**src/rtl/shift_readout_ctrl.sv**
```systemverilog
// shift_readout_ctrl: loads a word shifter, then streams LENGTH words out over valid/ready.
// Optional out_index port (word number of out_data) when SHIFT_READOUT_INDEX_EN is defined.
module shift_readout_ctrl #(
  parameter int BITS = 4,
  parameter int LENGTH = 4,
  localparam int CNT_W = (LENGTH > 1) ? $clog2(LENGTH) : 1
) (
  input  logic            clk,
  input  logic            reset,
  input  logic            start,
  input  logic            overrun_clr,
  input  logic [BITS-1:0] sh_data,
  output logic            sh_set,
  output logic            sh_shift,
  output logic [BITS-1:0] out_data,
  output logic            out_valid,
  input  logic            out_ready,
  output logic            out_last,
  output logic            busy,
  output logic            done,
  output logic            overrun
`ifdef SHIFT_READOUT_INDEX_EN
  ,
  output logic [CNT_W-1:0] out_index
`endif
);
  typedef enum logic [2:0] {IDLE, LOAD, SETTLE, CAPTURE, PRESENT, SHIFT} state_e;
  localparam logic [CNT_W-1:0] LAST = CNT_W'(LENGTH - 1);
  state_e            state_q, state_d;
  logic [CNT_W-1:0]  cnt_q, cnt_d;
  logic [BITS-1:0]   data_q, data_d;
  logic              set_q, set_d, shift_q, shift_d, valid_q, valid_d;
  logic              last_q, last_d, done_q, done_d, ovr_q, ovr_d;
  always_comb begin
    state_d = state_q;
    cnt_d   = cnt_q;
    data_d  = data_q;
    valid_d = valid_q;
    last_d  = last_q;
    set_d   = 1'b0;
    shift_d = 1'b0;
    done_d  = 1'b0;
    // a start arriving outside IDLE is dropped and flagged; setting beats clearing
    ovr_d   = (start && state_q != IDLE) || (ovr_q && !overrun_clr);
    case (state_q)
      IDLE: if (start) begin
        state_d = LOAD;
        cnt_d   = '0;
        set_d   = 1'b1;
      end
      LOAD:    state_d = SETTLE;
      SETTLE:  state_d = CAPTURE;
      CAPTURE: begin
        data_d  = sh_data;
        valid_d = 1'b1;
        last_d  = cnt_q == LAST;
        state_d = PRESENT;
      end
      PRESENT: if (out_ready) begin
        valid_d = 1'b0;
        last_d  = 1'b0;
        state_d = last_q ? IDLE : SHIFT;
        done_d  = last_q;
        shift_d = !last_q;
        cnt_d   = last_q ? cnt_q : cnt_q + 1'b1;
      end
      SHIFT:   state_d = SETTLE;
      default: state_d = IDLE;
    endcase
  end
  always_ff @(posedge clk or posedge reset) begin
    if (reset) begin
      state_q <= IDLE;
      cnt_q   <= '0;
      data_q  <= '0;
      set_q   <= 1'b0;
      shift_q <= 1'b0;
      valid_q <= 1'b0;
      last_q  <= 1'b0;
      done_q  <= 1'b0;
      ovr_q   <= 1'b0;
    end else begin
      state_q <= state_d;
      cnt_q   <= cnt_d;
      data_q  <= data_d;
      set_q   <= set_d;
      shift_q <= shift_d;
      valid_q <= valid_d;
      last_q  <= last_d;
      done_q  <= done_d;
      ovr_q   <= ovr_d;
    end
  end
`ifdef SHIFT_READOUT_INDEX_EN
  logic [CNT_W-1:0] idx_q;
  always_ff @(posedge clk or posedge reset) begin
    if (reset) idx_q <= '0;
    else if (state_q == CAPTURE) idx_q <= cnt_q;
  end
  assign out_index = idx_q;
`endif
  assign sh_set    = set_q;
  assign sh_shift  = shift_q;
  assign out_data  = data_q;
  assign out_valid = valid_q;
  assign out_last  = last_q;
  assign busy      = state_q != IDLE;
  assign done      = done_q;
  assign overrun   = ovr_q;
endmodule

```
**config.mk**
```make
export PLATFORM = sky130hd
export DESIGN_NAME = shift_readout_ctrl
export DESIGN_NICKNAME = d
export VERILOG_FILES = /design/src/rtl/shift_readout_ctrl.sv
export SDC_FILE = /design/constraint.sdc
export NUM_CORES = 1
export LEC_CHECK = 0
export CAP_MARGIN = 10
export CORE_ASPECT_RATIO = 0.75
export CORE_MARGIN = 3
export CORE_UTILIZATION = 41
export CTS_BUF_LIST = sky130_fd_sc_hd__clkbuf_4 sky130_fd_sc_hd__clkbuf_8 sky130_fd_sc_hd__clkbuf_16
export CTS_CLUSTER_SIZE = 28
export DETAILED_ROUTE_END_ITERATION = 8
export PLACE_DENSITY = 0.84
export SLEW_MARGIN = 20
export SYNTH_ARGS = -nofsm -noshare
export SYNTH_HDL_FRONTEND = slang
export SYNTH_SLANG_ARGS = --single-unit
```
**constraint.sdc**
```tcl
create_clock -name clk -period 1.3 [get_ports clk]
set_clock_uncertainty 0.2 [all_clocks]
set_input_delay 0.195 -clock clk [delete_from_list [all_inputs] [get_ports clk]]
set_output_delay 0.195 -clock clk [all_outputs]
set_load 0.01 [all_outputs]
```
==> flow_summary.yaml <==
critical_path:
  regToRegSetupSlack_ns: -0.21
  critPathMaxStageDelay_ns: 0.40
  path_cells: "or3_4, buf_6"
  cpLargestDelayFamily: "simple AND/OR/NAND/NOR gates"
  worstSetupStartpointType: "flip-flop"
  critPathRequiredTime_ns: 0.90
  rr_worst_depth: 5
  reg2reg_to: "out_last$_DFFE_PP0P_"
  path_class: "reg2out"
  r2r_start: "state_q[0]$_DFFE_PP0P_"
  crit_path_end_kind: "output port"
  cpMaxStageDelayCell: "or3_4"
  crit_buf_inv: 1
  cp.arrival_ns: 1.20
  worstPathMaxFanout: 2
power:
  leakagePower_uw: 0.000585
  power_density_nw_per_um2: 2350
  ir_drop_uv: 1400
yosys:
  ys_types: 28
  syn_area_per_cell_um2: 12.6
  syn_nets: 69
  synthXorXnorAreaFrac_pct: 0
  synth_flop_cell: "dfrtp_1"
  synthMuxAreaShare_pct: 10.9
  synth_top_family_by_area: "simple AND/OR/NAND/NOR gates"
  yosysSeqAreaShare_pct: 50.4
  synthAdderAreaFrac_pct: 1.68
  syn_inst: 59
  ys_warn_count: 0
  synth-compound-area-share_pct: 9.92
  synth_edf_count: 0
  synth_async_sr_flop_share_pct: 100
  yosys.area_share.simple_pct: 21.0
  ys_seq_elements: 15
  netlist_area_um2: 744
placement:
  place_congestion: 0.765
  io_buffers: 19
  dp_hpwl_mm: 1.23
route:
  viasPerCell: 5.00
  routed_wl_mm: 2.01
  vias: 620
  drt_iter0_drc: 5
  dr.pass1.iters: 4
  ant_nets: 0
  drc: 0
  wl_per_cell_um: 16.2
final_layout:
  antennaDiodeCount: 0
  final_common_cell: "buf_4"
  mostFrequentLayoutCells: "16 x buf_4, 14 x dfrtp_1, 9 x buf_6, 8 x clkdlybuf4s50_1, 6 x buf_2"
  layout-drive-gt1-share_pct: 57.3
  num-nets-final: 114
  area_delta_synth_final_pct: 58.0
timing:
  setup_slack_ns: -0.298
  setup_viol: 15
  fin_crit_sh_pct: 123
  hold_ws_ns: 0.0291
  rsz0062_at_grt: "true"
  tightest_slew_ns: 0.252
  setup_tns_ns: -2.45
  relSlewSlack_pct: 83.1
  fmax_ghz: 0.626
  fin_crit_ns: 1.60
  hold_violations: 0
  slew_violations: 0
floorplan:
  io_pins: 20
  initial_core_util_pct: 46.8
  die-width_um: 55.2
  rows: 12
  die-area_um2: 2370
  design.core.area_um2: 1590
  dieHeight_um: 42.9
cts:
  clk_latency_ns: 0.28
  clk_pin_slew_ns: 0.09
  cts.sink_count: 15
  cts_tree: "built"
  htree_levels: 1
  clk_path_buf_depth: 2
  cts_root_buf: "clkbuf_4"
  numCtsBuffers: 3
  holdBufCountCts: 0
global_route:
  track_usage_pct: 18.2
  antenna_found_initial: 0
  grt_pass1_wl_mm: 3.21
  grt_max_degree: 16
  grt_overflow: 0
  grt_pass1_vias: 661
hold_path:
  hold_path_class: "in2async"
job:
  drv_cap: 0
outcome:
  status: "finished, violations left"
  failed_checks: "setup timing"
==> cells in the mapped netlist (2+ instances only) <==
cell type	count	area, µm²
dfrtp_1	15	375
nand2_1	5	18.8
inv_1	4	15.0
mux2_4	4	60.1
a21oi_1	3	15.0
and3_1	2	12.5
buf_6	2	22.5
nor2_1	2	7.51
nor3_1	2	10.0
o21ai_1	2	10.0
==> area by class of cell <==
class	instances	area (µm²)
fill	119	415
sequential	15	377
timing repair buffer	43	367
multi-input combinational	37	364
tap	21	26.3
clock buffer	3	22.5
inverter	4	15.0
clock inverter	1	5.00
==> metrics by stage <==
| step | cell area, µm² | util [%] | std cells | total power, µW | worst slack [ns] |
|---|---|---|---|---|---|
| finish | 1180 | 73.9 | 124 | 2770 | -0.298 |
| global route | 1180 | 73.9 | 124 | 2940 | -0.349 |
| CTS | 1130 | 70.8 | 119 | 2560 | -0.299 |
| detailed placement | 1020 | 64.0 | 107 | 2060 | -0.385 |
| global placement | 1020 | 64.0 | 107 | 1990 | -0.319 |
| floorplan | 749 | - | 59 | 1550 | -0.0532 |
==> state kept, by name, summed over array words and instances (netlist names) <==
signal	cells
sh_set	1
out_valid	1
state_q	3
out_data	4
cnt_q	2
done	1
out_last	1
sh_shift	1
overrun	1
==> power breakdown <==
group	leakage, µW	internal [µW]	total [µW]	switching (µW)
combinational	0.000381	988	1740	752
sequential	0.000186	644	761	116
clock	0.0000177	114	268	153
total	0.000585	1750	2770	1020
==> timing repair <==
item                                    CTS  global route
setup buffers                             8             6
resized for setup                        48            13
endpoints found under the setup margin   21            20
pin swaps                                 4             2
==> worst min-delay path: cells and delay by family <==
kind	cells	cell delay [ns]
buffers and inverters	3	0.69
==> worst max path at each step <==
| stage | startpoint | endpoint | depth (start not counted) |
|---|---|---|---|
| floorplan | state_q[1]$_DFFE_PP0P_ | out_data[0]$_DFFE_PP0P_ | 4 |
| finish | state_q[2]$_DFFE_PP0P_ | busy | 2 |
| CTS | state_q[0]$_DFFE_PP0P_ | busy | 2 |
| global placement | out_ready | cnt_q[0]$_DFFE_PP0P_ | 4 |
| detailed placement | out_ready | out_last$_DFFE_PP0P_ | 4 |
| global route | state_q[2]$_DFFE_PP0P_ | busy | 2 |
==> kinds of logic after synthesis <==
group,count (synthesis)
fa+ha+maj,1
flops,15
simple gates,20
compound gates,10
mux,6
buf+inv,7
==> routing by layer <==
layer	vias up	routed length (µm)	track usage [%]
li1	294	-	-
met1	303	795	20.7
met2	17	1080	33.0
met3	6	86	5.17
met4	0	39	5.83
met5	-	0	0
No activity file was read; power rests on OpenSTA's default activity.
